`config.mk`:
```
export PLATFORM = sky130hd
export DESIGN_NAME = dm_access_controller
export DESIGN_NICKNAME = d
export VERILOG_FILES = /design/src/rtl/dm_access_pkg.sv /design/src/rtl/dm_priority_arbiter.sv /design/src/rtl/dm_access_controller.sv
export SDC_FILE = /design/constraint.sdc
export NUM_CORES = 1
export LEC_CHECK = 0
export CORE_ASPECT_RATIO = 0.6
export CORE_MARGIN = 5
export CORE_UTILIZATION = 45
export CTS_CLUSTER_DIAMETER = 50
export CTS_CLUSTER_SIZE = 25
export DETAILED_ROUTE_END_ITERATION = 12
export GPL_TIMING_DRIVEN = 0
export PLACE_DENSITY = 0.82
export SYNTH_ARGS = -nofsm -noshare
export SYNTH_HDL_FRONTEND = slang
export SYNTH_SLANG_ARGS = --single-unit
```
`constraint.sdc`:
```
create_clock -name clock -period 2.6 [get_ports clock]
set_clock_uncertainty 0.15 [all_clocks]
set_input_delay 0.39 -clock clock [delete_from_list [all_inputs] [get_ports clock]]
set_output_delay 0.39 -clock clock [all_outputs]
set_load 0.1 [all_outputs]
```
`src/rtl/dm_access_pkg.sv`:
```
// Shared types for the data-memory access controller: owner, FSM state and request payload.
package dm_access_pkg;

    localparam int unsigned DM_ADDR_WIDTH = 32;
    localparam int unsigned DM_DATA_WIDTH = 32;

    typedef enum logic {
        DM_OWNER_PIPE = 1'b0,
        DM_OWNER_DBG  = 1'b1
    } dm_owner_t;

    typedef enum logic [1:0] {
        IDLE      = 2'd0,
        ISSUE     = 2'd1,
        WAIT_RESP = 2'd2,
        DONE      = 2'd3
    } dm_ctrl_state_t;

    typedef struct packed {
        logic                     we;
        logic [DM_ADDR_WIDTH-1:0] addr;
        logic [DM_DATA_WIDTH-1:0] wdata;
    } dm_request_t;

endpackage

```
`src/rtl/dm_priority_arbiter.sv`:
```
// Pipeline-first arbiter with a bounded pipeline streak so the debug port cannot starve.
module dm_priority_arbiter
    import dm_access_pkg::*;
#(
    parameter int unsigned PIPE_STREAK_MAX = 4
) (
    input  logic      clock,
    input  logic      reset,
    input  logic      pipe_req,
    input  logic      dbg_req,
    input  logic      grant,
    output dm_owner_t winner
);

    localparam int unsigned STREAK_WIDTH = $clog2(PIPE_STREAK_MAX + 1);

    logic [STREAK_WIDTH-1:0] streak;
    logic                    streakFull;

    assign streakFull = (streak == STREAK_WIDTH'(PIPE_STREAK_MAX));

    always_comb begin
        winner = DM_OWNER_PIPE;
        if (dbg_req && (!pipe_req || streakFull)) begin
            winner = DM_OWNER_DBG;
        end
    end

    // Streak counts pipeline wins that made a waiting debug request wait
    always_ff @(posedge clock) begin
        if (reset) begin
            streak <= '0;
        end else if (grant) begin
            if (winner == DM_OWNER_PIPE && dbg_req && !streakFull) begin
                streak <= streak + STREAK_WIDTH'(1);
            end else begin
                streak <= '0;
            end
        end
    end

endmodule

```
`src/rtl/dm_access_controller.sv`:
```
// Shares the single-port data memory between the pipeline and debug ports, one access at a time.
// Optional DM_ACCESS_ALIGN_CHECK_EN adds misaligned-address faulting (pipe_fault/dbg_fault).
module dm_access_controller
    import dm_access_pkg::*;
#(
    parameter int unsigned ADDR_WIDTH      = DM_ADDR_WIDTH,
    parameter int unsigned DATA_WIDTH      = DM_DATA_WIDTH,
    parameter int unsigned PIPE_STREAK_MAX = 4
) (
    input  logic                  clock,
    input  logic                  reset,
    input  logic                  pipe_req,
    input  logic                  pipe_we,
    input  logic [ADDR_WIDTH-1:0] pipe_addr,
    input  logic [DATA_WIDTH-1:0] pipe_wdata,
    output logic                  pipe_stall,
    output logic                  pipe_done,
    output logic [DATA_WIDTH-1:0] pipe_rdata,
    input  logic                  dbg_req,
    input  logic                  dbg_we,
    input  logic [ADDR_WIDTH-1:0] dbg_addr,
    input  logic [DATA_WIDTH-1:0] dbg_wdata,
    output logic                  dbg_done,
    output logic [DATA_WIDTH-1:0] dbg_rdata,
`ifdef DM_ACCESS_ALIGN_CHECK_EN
    output logic                  pipe_fault,
    output logic                  dbg_fault,
`endif
    output logic                  mem_req,
    output logic                  mem_we,
    output logic [ADDR_WIDTH-1:0] mem_addr,
    output logic [DATA_WIDTH-1:0] mem_wdata,
    input  logic                  mem_ready,
    input  logic                  mem_rvalid,
    input  logic [DATA_WIDTH-1:0] mem_rdata
);

    dm_ctrl_state_t state, stateNext;
    dm_owner_t      owner, ownerNext, winner;
    dm_request_t    reqQ, selReq;
    logic [DATA_WIDTH-1:0] rdataQ, rdataNext;
    logic           grant;
    logic           doneNext;
`ifdef DM_ACCESS_ALIGN_CHECK_EN
    logic           misQ, misNext;
`endif

    dm_priority_arbiter #(
        .PIPE_STREAK_MAX(PIPE_STREAK_MAX)
    ) u_arbiter (
        .clock   (clock),
        .reset   (reset),
        .pipe_req(pipe_req),
        .dbg_req (dbg_req),
        .grant   (grant),
        .winner  (winner)
    );

    always_comb begin
        selReq = '0;
        if (winner == DM_OWNER_DBG) begin
            selReq.we    = dbg_we;
            selReq.addr  = DM_ADDR_WIDTH'(dbg_addr);
            selReq.wdata = DM_DATA_WIDTH'(dbg_wdata);
        end else begin
            selReq.we    = pipe_we;
            selReq.addr  = DM_ADDR_WIDTH'(pipe_addr);
            selReq.wdata = DM_DATA_WIDTH'(pipe_wdata);
        end
    end

    // Next-state and next-output logic; rdata restarts at zero for every new grant
    always_comb begin
        stateNext = state;
        ownerNext = owner;
        rdataNext = rdataQ;
        grant     = 1'b0;
`ifdef DM_ACCESS_ALIGN_CHECK_EN
        misNext   = misQ;
`endif
        case (state)
            IDLE: begin
                if (pipe_req || dbg_req) begin
                    grant     = 1'b1;
                    ownerNext = winner;
                    rdataNext = '0;
                    stateNext = ISSUE;
`ifdef DM_ACCESS_ALIGN_CHECK_EN
                    misNext = (selReq.addr[1:0] != 2'b00);
                    if (misNext) begin
                        stateNext = DONE;
                    end
`endif
                end
            end
            ISSUE: begin
                if (mem_ready) begin
                    stateNext = reqQ.we ? DONE : WAIT_RESP;
                end
            end
            WAIT_RESP: begin
                if (mem_rvalid) begin
                    rdataNext = mem_rdata;
                    stateNext = DONE;
                end
            end
            DONE: begin
                stateNext = IDLE;
            end
            default: begin
                stateNext = IDLE;
            end
        endcase
        doneNext = (stateNext == DONE);
    end

    always_ff @(posedge clock) begin
        if (reset) begin
            state      <= IDLE;
            owner      <= DM_OWNER_PIPE;
            reqQ       <= '0;
            rdataQ     <= '0;
            mem_req    <= 1'b0;
            pipe_done  <= 1'b0;
            dbg_done   <= 1'b0;
            pipe_rdata <= '0;
            dbg_rdata  <= '0;
`ifdef DM_ACCESS_ALIGN_CHECK_EN
            misQ       <= 1'b0;
            pipe_fault <= 1'b0;
            dbg_fault  <= 1'b0;
`endif
        end else begin
            state     <= stateNext;
            owner     <= ownerNext;
            rdataQ    <= rdataNext;
            mem_req   <= (stateNext == ISSUE);
            pipe_done <= doneNext && (ownerNext == DM_OWNER_PIPE);
            dbg_done  <= doneNext && (ownerNext == DM_OWNER_DBG);
            if (grant) begin
                reqQ <= selReq;
            end
            if (doneNext && ownerNext == DM_OWNER_PIPE) begin
                pipe_rdata <= rdataNext;
            end
            if (doneNext && ownerNext == DM_OWNER_DBG) begin
                dbg_rdata <= rdataNext;
            end
`ifdef DM_ACCESS_ALIGN_CHECK_EN
            misQ       <= misNext;
            pipe_fault <= doneNext && misNext && (ownerNext == DM_OWNER_PIPE);
            dbg_fault  <= doneNext && misNext && (ownerNext == DM_OWNER_DBG);
`endif
        end
    end

    // Memory side sees only the latched request, never the live inputs
    assign mem_we     = reqQ.we;
    assign mem_addr   = ADDR_WIDTH'(reqQ.addr);
    assign mem_wdata  = DATA_WIDTH'(reqQ.wdata);
    assign pipe_stall = pipe_req && !pipe_done;

endmodule

```
Word-level counts from Yosys, hierarchy flattened --
Cells that the tools add are included.
Word-level totals: bits in registers 170, output and inout port bits 133, logic and storage cells 48
Operators by class: add/subtract/negate cells 1, eq/ne operators 6, multiplexer cells 15, bitwise operators 2, reduce and logical (&&, ||, !) cells 12
Operators by type and width (number):
- 65-bit 2-to-1 mux | 1
- 32-bit 2-to-1 mux | 2
- 32-bit one-hot mux with 2 select lines | 1
- 2-bit one-hot mux with 4 select lines | 1
- 2-bit equality test (second input constant) | 3
- 1-bit logical AND | 6
- 1-bit 2-to-1 mux | 6
- 2-bit 2-to-1 mux | 3
- 2-bit by 1-bit equality test with 1-bit output (second input constant) | 2
- 3-bit by 1-bit adder with 3-bit output (second input constant) | 1
- 3-bit equality test (second input constant) | 1
- 1-bit zero test | 3
- 3-bit 2-to-1 mux | 1
- 2-bit zero test | 1
- 1-bit logical OR | 2
- 1-bit NOT | 2

Logic depth before layout (Yosys ltp) --
Gate-level depths: netlist of the first run.
depth in word-level cells 8, depth in mapped cells 7, gate-level depth less buffers 5

Hierarchy --
A second synthesis of the first run with hierarchy kept.
Second synthesis, totals: cells, all modules 830, area, all modules 7749.9 µm²
Modules (own cells, without submodules):
- dm_access_controller | times used 1, cells each 813, area each 7579.8 µm², seq. area each 3343.2 µm²
- dm_priority_arbiter | times used 1, cells each 17, area each 170.2 µm², seq. area each 60.1 µm²

Worst setup path after synthesis of the first run --
Ideal clock, no wire load.
path type input to output, start input pipe_req, end output pipe_stall, arrival 2.124 ns, data required time 2.060 ns, path slack -0.064 ns, cell stages on the path 3, path buffers 2, cell sequence buf_2 -> clkbuf_1 -> nor2b_1
Between the ends: cells in the longest elaborated chain, start to end 1
Ends and longest elaborated chain:
- start: declaration | line dm_access_controller.sv:12 | input logic pipe_req,
- 1-bit logical AND | line dm_access_controller.sv:161 | assign pipe_stall = pipe_req && !pipe_done;
- end: declaration | line dm_access_controller.sv:16 | output logic pipe_stall,
Every way passes these cells.

Final worst setup path of the first run --
start register reqQ, in the netlist mem_addr[23], end output mem_addr[23]
RTL lines:
- start: declaration | line dm_access_controller.sv:40 | dm_request_t reqQ, selReq;
- start signal: assignment | line dm_access_controller.sv:141 | reqQ <= selReq;
- end: declaration | line dm_access_controller.sv:31 | output logic [ADDR_WIDTH-1:0] mem_addr,
No word-level cell between the ends.

==> results_dict.tcl, run 1 <==
set metrics [dict create \
    outcome "finished, final reports clean" \
    hp-class "register to register" \
    ff2ff_setup_slack_ns 0.34 \
    cp.arrival_ns 1.98 \
    yosysMostFrequentCell "dfxtp_1" \
    critPathTopFamily "buffers and inverters" \
    synth_cell_types 33 \
    power_frac_clock_pct 32.3 \
    htreeDepth 4 \
    slew_headroom_pct 29.53 \
    hold_start "pipe_rdata[6]" \
    reg2reg_depth 7 \
    power.share.switching_pct 39.18 \
    ant_nets 0 \
    grt_max_degree 19 \
    fp.dieW_um 182.7 \
    yosysSeqAreaShare_pct 42.26 \
    pwr-share-comb_pct 31.5 \
    fin_nets 1343 \
    power.internal_uw 4797 \
    io_buffers 298 \
    hpwl_um 23620 \
    synth.top_cell.area_share_pct 42.26 \
    fp-row-count 37 \
    synth_edf_count 0 \
    p_per_area_mw_per_mm2 661.6 \
    synthesis.area_mm2 0.008054 \
    hold_path_depth 1 \
    slew_viol_final 0 \
    final_core_util_pct 68.67 \
    path_cells "clkdlybuf4s50_1" \
    ys.flop_type "dfxtp_1" \
    clock.fmax_ghz 0.3963 \
    async_flop_share_pct 0 \
    start_util_pct 46.39 \
    core-area_mm2 0.01736 \
    holdWs_ns 0.3317 \
    hold_viol 0 \
    netlist_top_cells_area "dfxtp_1 (42%), a2111oi_0 (7.2%), nor4b_1 (7.1%), a22o_1 (7.0%), nor4_1 (5.0%)" \
    via_per_inst 6.292 \
    period_share_pct 97.05 \
    fin_crit_ns 2.523 \
    fill_cells 1415 \
    cts.sinks 170 \
    numCtsBuffers 17 \
    ys_ff_latch 170 \
    synthToLayoutAreaGrowth_pct 48.02 \
    cpMaxStageDelayCell "clkdlybuf4s50_1" \
    via_count 8934 \
    num_antenna_cells 0 \
    r2r_end "mem_addr[25]" \
    pin_count 301 \
    total_power_uw 7887 \
    antenna_found_initial 0 \
    timing.critical_path.to_type "output pin" \
    fin_ws_ns 0.07670 \
    clock_path_buffers 2 \
    place_ws_ns -0.7850 \
    setup_tns_ns 0 \
    critPathMaxStageDelay_ns 1.20 \
    critPathMaxFanout 2 \
    postCtsHoldBufs 0 \
    r2r-start "u_arbiter.streak[0]" \
    wl_per_cell_um 22.45 \
    synth_nets 1026 \
    yosys.area.top_type "dfxtp_1" \
    grt_pass1_wl_um 49470 \
    drc 0 \
    path_clk_slew_ns 0.07 \
    grtUsageTotal_pct 29.26 \
    cts_tree "yes" \
    grt_pass1_vias 8550 \
    cap_viol_max_count 0 \
    drtPass1Iterations 5 \
    critical_path.startpoint_type "register" \
    hold_path_end "pipe_rdata[6]" \
    gp_congestion 0.8869 \
    peakVddDrop_uv 434.8 \
    overflow 0 \
    ys_warn_count 0 \
    rsz0062_at_grt "no" \
    sequentialPowerShare_pct 36.1 \
    finalSetupViolations 0 \
    switchingPower_uw 3090 \
    crit_type "register to output pin" \
    dieArea_mm2 0.02076 \
    worst_slew_pin_slew_ns 1.054 \
    clock-root-buffer "clkbuf_16" \
    synth_cells 856 \
    synth.avg_cell_area_um2 9.409 \
    die_h_um 113.6 \
    drt_iter0_markers 1114 \
    synthTopCellsByCount "dfxtp_1 (170), clkbuf_1 (86), a21oi_1 (70), a2111oi_0 (66)" \
    clkLatencyLatePin_ns 0.43 \
    totalWireLength_um 31880 \
    drive_gt1_share_pct 6.492 \
    cp_num_buf_inv 1 \
    power_leakage_uw 0.004011 \
    critPathRequiredTime_ns 2.06 \
]
power groups by stage:
stage               clock network, µW  registers, µW  logic (µW)
global placement                    0           2900        2440
global route                     2670           2870        2600
finish                           2550           2850        2490
CTS                              2560           2850        2460
floorplan                           0           3870         666
detailed placement                  0           2900        2450
area by class of cell:
| class | instances | area (µm²) | area share, % |
|---|---|---|---|
| Buffer | 124 | 526.8 | 4.419 |
| Clock inverter | 14 | 148.9 | 1.249 |
| Sequential cell | 170 | 3403 | 28.55 |
| Inverter | 4 | 15.01 | 0.1259 |
| Tap cell | 234 | 292.8 | 2.456 |
| Clock buffer | 18 | 439.2 | 3.684 |
| Multi-Input combinational cell | 558 | 4113 | 34.50 |
| Timing Repair Buffer | 298 | 2983 | 25.02 |
timing repair:
action,4_1_cts,5_1_grt
setup buffers,0,0
endpoints found under the setup margin,1,2
resized for setup,6,3
cell families after synthesis:
kind of cell	after synthesis	synth area share (%)
adders and majority gates	2	0.3107
AOI/OAI and AO/OA	212	19.81
buffers and inverters	128	6.711
and+or+nand+nor	344	30.91
DFF	170	42.26
per-stage QoR:
stage,cells,area [µm²]
final,1420,11920
after global routing,1420,11920
after CTS,1420,11920
after detailed placement,1388,11330
after global placement,1388,11330
after floorplan,856,8056
flip-flops by register name, summed over array words and instances (netlist names):
signal,count
mem_wdata,32
mem_we,1
mem_req,1
dbg_rdata,32
u_arbiter.streak,3
mem_addr,32
owner,1
pipe_rdata,32
rdataQ,32
state,2
pipe_done,1
dbg_done,1
metal layers:
layer	vias up	track usage, %	part of all wire, %	wire, µm
li1	4053	-	-	-
met1	4342	43.22	46	14720
met2	504	42.18	42	13410
met3	35	8.668	10	3336
met4	0	6.197	1.3	414
met5	-	0	0	0
worst max-delay path by stage:
| stage | start | endpoint | slack, ns | cells past startpoint |
|---|---|---|---|---|
| after global placement | pipe_req | pipe_stall | -0.78 | 5 |
| final | mem_addr[23] | mem_addr[23] | 0.08 | 1 |
| after floorplan | mem_we | pipe_rdata[10] | 0.44 | 4 |
| after detailed placement | pipe_req | pipe_stall | -0.78 | 5 |
| after CTS | mem_we | mem_we | 0.03 | 1 |
| after global routing | pipe_req | mem_addr[26] | 0.04 | 7 |
cell usage in the layout, fill, tap and decap left out, types with 2 or more instances in the layout:
master             n
clkdlybuf4s50_1  296
dfxtp_1          170
clkbuf_1          85
a21oi_1           70
a2111oi_0         66
nor4b_1           65
nor4_1            65
a22o_1            64
nand3b_1          35
nand4_1           35
nand4b_1          34
nor2b_1           33
or4b_1            32
nand2_1           32
buf_2             30
clkbuf_16         17
inv_1              4
a211oi_2           4
buf_1              4
o21ai_1            4
inv_6              4
buf_4              3
clkinv_4           3
clkinv_8           3
inv_8              3
and4b_1            2
buf_6              2
nand2b_1           2
or2_1              2
nor2_2             2
ha_1               2
worst register-to-register path, stage by stage (launching register included):
cell      delay, ns
dfxtp_1        0.35
inv_1          0.07
ha_1           0.22
a21boi_2       0.37
buf_2          0.33
buf_2          0.29
nor4b_1        0.09
nor4_1         0.29
(Power assumes the default switching activity.)
==> run 2: changes to the inputs <==
- MAX_ROUTING_LAYER: not set -> met4
==> run 2 against run 1 <==
- design area unchanged
- global-route usage is 0.84 points higher
- worst setup slack improved by 0.0019 ns
- fmax about the same
- flip-flop and latch count did not move
- power barely moved
- sequential power about the same
- via count is essentially flat
- utilization is the same
- routed wire length fell by 0.10%
- clock-buffer cell count is the same
- critical path type unchanged
- critical endpoint is now mem_addr[27]
==> results_dict.tcl, run 2 (same netlist as run 1, synthesis figures left out) <==
set metrics [dict create \
    rsz0062_at_grt "no" \
    power_leakage_uw 0.004011 \
    period_share_pct 96.98 \
    hpwl_um 23620 \
    cts_tree "yes" \
    cap_viol_max_count 0 \
    grt_pass1_wl_um 49400 \
    drc 0 \
    dieArea_mm2 0.02076 \
    ff2ff_setup_slack_ns 0.34 \
    core-area_mm2 0.01736 \
    pin_count 301 \
    clock.fmax_ghz 0.3966 \
    drtPass1Iterations 8 \
    fin_nets 1343 \
    critical_path.startpoint_type "register" \
    clkLatencyLatePin_ns 0.42 \
    antenna_found_initial 0 \
    cp.arrival_ns 1.98 \
    cpMaxStageDelayCell "clkdlybuf4s50_1" \
    outcome "finished, final reports clean" \
    hp-class "register to register" \
    fin_crit_ns 2.521 \
    critPathMaxFanout 2 \
    drt_iter0_markers 1005 \
    overflow 0 \
    cts.sinks 170 \
    layout_commonest_cell "clkdlybuf4s50_1" \
    p_per_area_mw_per_mm2 662.3 \
    finalSetupViolations 0 \
    via_count 8942 \
    die_h_um 113.6 \
    critPathMaxStageDelay_ns 1.16 \
    drive_gt1_share_pct 6.492 \
    critPathTopFamily "buffers and inverters" \
    clock-root-buffer "clkbuf_16" \
    hold_viol 0 \
    total_power_uw 7895 \
    peakVddDrop_uv 437.6 \
    fp.dieW_um 182.7 \
    totalWireLength_um 31850 \
    timing.critical_path.to_type "output pin" \
    critPathRequiredTime_ns 2.06 \
    clock_path_buffers 2 \
    numCtsBuffers 17 \
    io_buffers 298 \
    cp_num_buf_inv 1 \
    num_antenna_cells 0 \
    slew_headroom_pct 29.81 \
    synthToLayoutAreaGrowth_pct 48.02 \
    slew_viol_final 0 \
    gp_congestion 0.9018 \
    crit_type "register to output pin" \
    wl_per_cell_um 22.43 \
    grt_pass1_vias 8540 \
    fp-row-count 37 \
    grtUsageTotal_pct 30.10 \
    grt_max_degree 19 \
    worst_slew_pin_slew_ns 1.050 \
    setup_tns_ns 0 \
    htreeDepth 4 \
    path_clk_slew_ns 0.08 \
    path_cells "clkdlybuf4s50_1" \
    start_util_pct 46.39 \
    final_cell_mix "clkdlybuf4s50_1 (296), dfxtp_1 (170), clkbuf_1 (85)" \
    ant_nets 0 \
    via_per_inst 6.297 \
]
[run 2: cell counts in the layout (fill, tap and decap cells not counted)]
No cell type changed its count.
[run 2: area by class of cell]
class | instances | area (µm²)
Fill cell | 1415 | 5439
Clock buffer | 18 | 439.2
Clock inverter | 14 | 148.9
Multi-Input combinational cell | 558 | 4113
Inverter | 4 | 15.01
Sequential cell | 170 | 3403
Timing Repair Buffer | 298 | 2983
Tap cell | 234 | 292.8
Buffer | 124 | 526.8
[run 2: repair_timing]
action,4_1_cts,5_1_grt
hold buffers,0,0
setup endpoints to repair,1,2
pin swaps,0,0
gates resized for setup,6,3
setup buffers,0,0
[run 2: layer usage]
metal / up-vias / track usage [%] / routed length, µm
met3: 36 / 7.776 / 3425
li1: 4064 / - / -
met1: 4294 / 43.66 / 14670
met2: 548 / 42.23 / 13320
met5: - / - / 0
met4: 0 / 6.197 / 425
[run 2: path summary, 6_finish.rpt]
check	from	to	depth (start not counted)
worst max register to register	u_arbiter.streak[0]	mem_addr[25]	7
worst min register to register	pipe_rdata[6]	pipe_rdata[6]	1
worst max-delay path	mem_addr[27]	mem_addr[27]	1
worst min-delay path	pipe_rdata[6]	pipe_rdata[6]	1
[run 2: per-stage QoR]
| stage | utilization, % | cell area (µm²) | instances | setup slack, ns | hold slack, ns |
|---|---|---|---|---|---|
| final | 68.67 | 11920 | 1420 | 0.07864 | 0.3322 |
| after global routing | 68.67 | 11920 | 1420 | 0.04501 | 0.3460 |
| after CTS | 68.65 | 11920 | 1420 | 0.02975 | 0.3349 |
| after detailed placement | 65.28 | 11330 | 1388 | -0.7850 | 0.3148 |
| after global placement | 65.28 | 11330 | 1388 | -0.7833 | 0.3121 |
| after floorplan | - | 8056 | 856 | 0.4420 | 0.3212 |
[run 2: power breakdown]
group	total (µW)	switching [µW]	internal, µW
Clock	2560	1250	1310
Combinational	2490	1760	731
Sequential	2850	95.4	2760
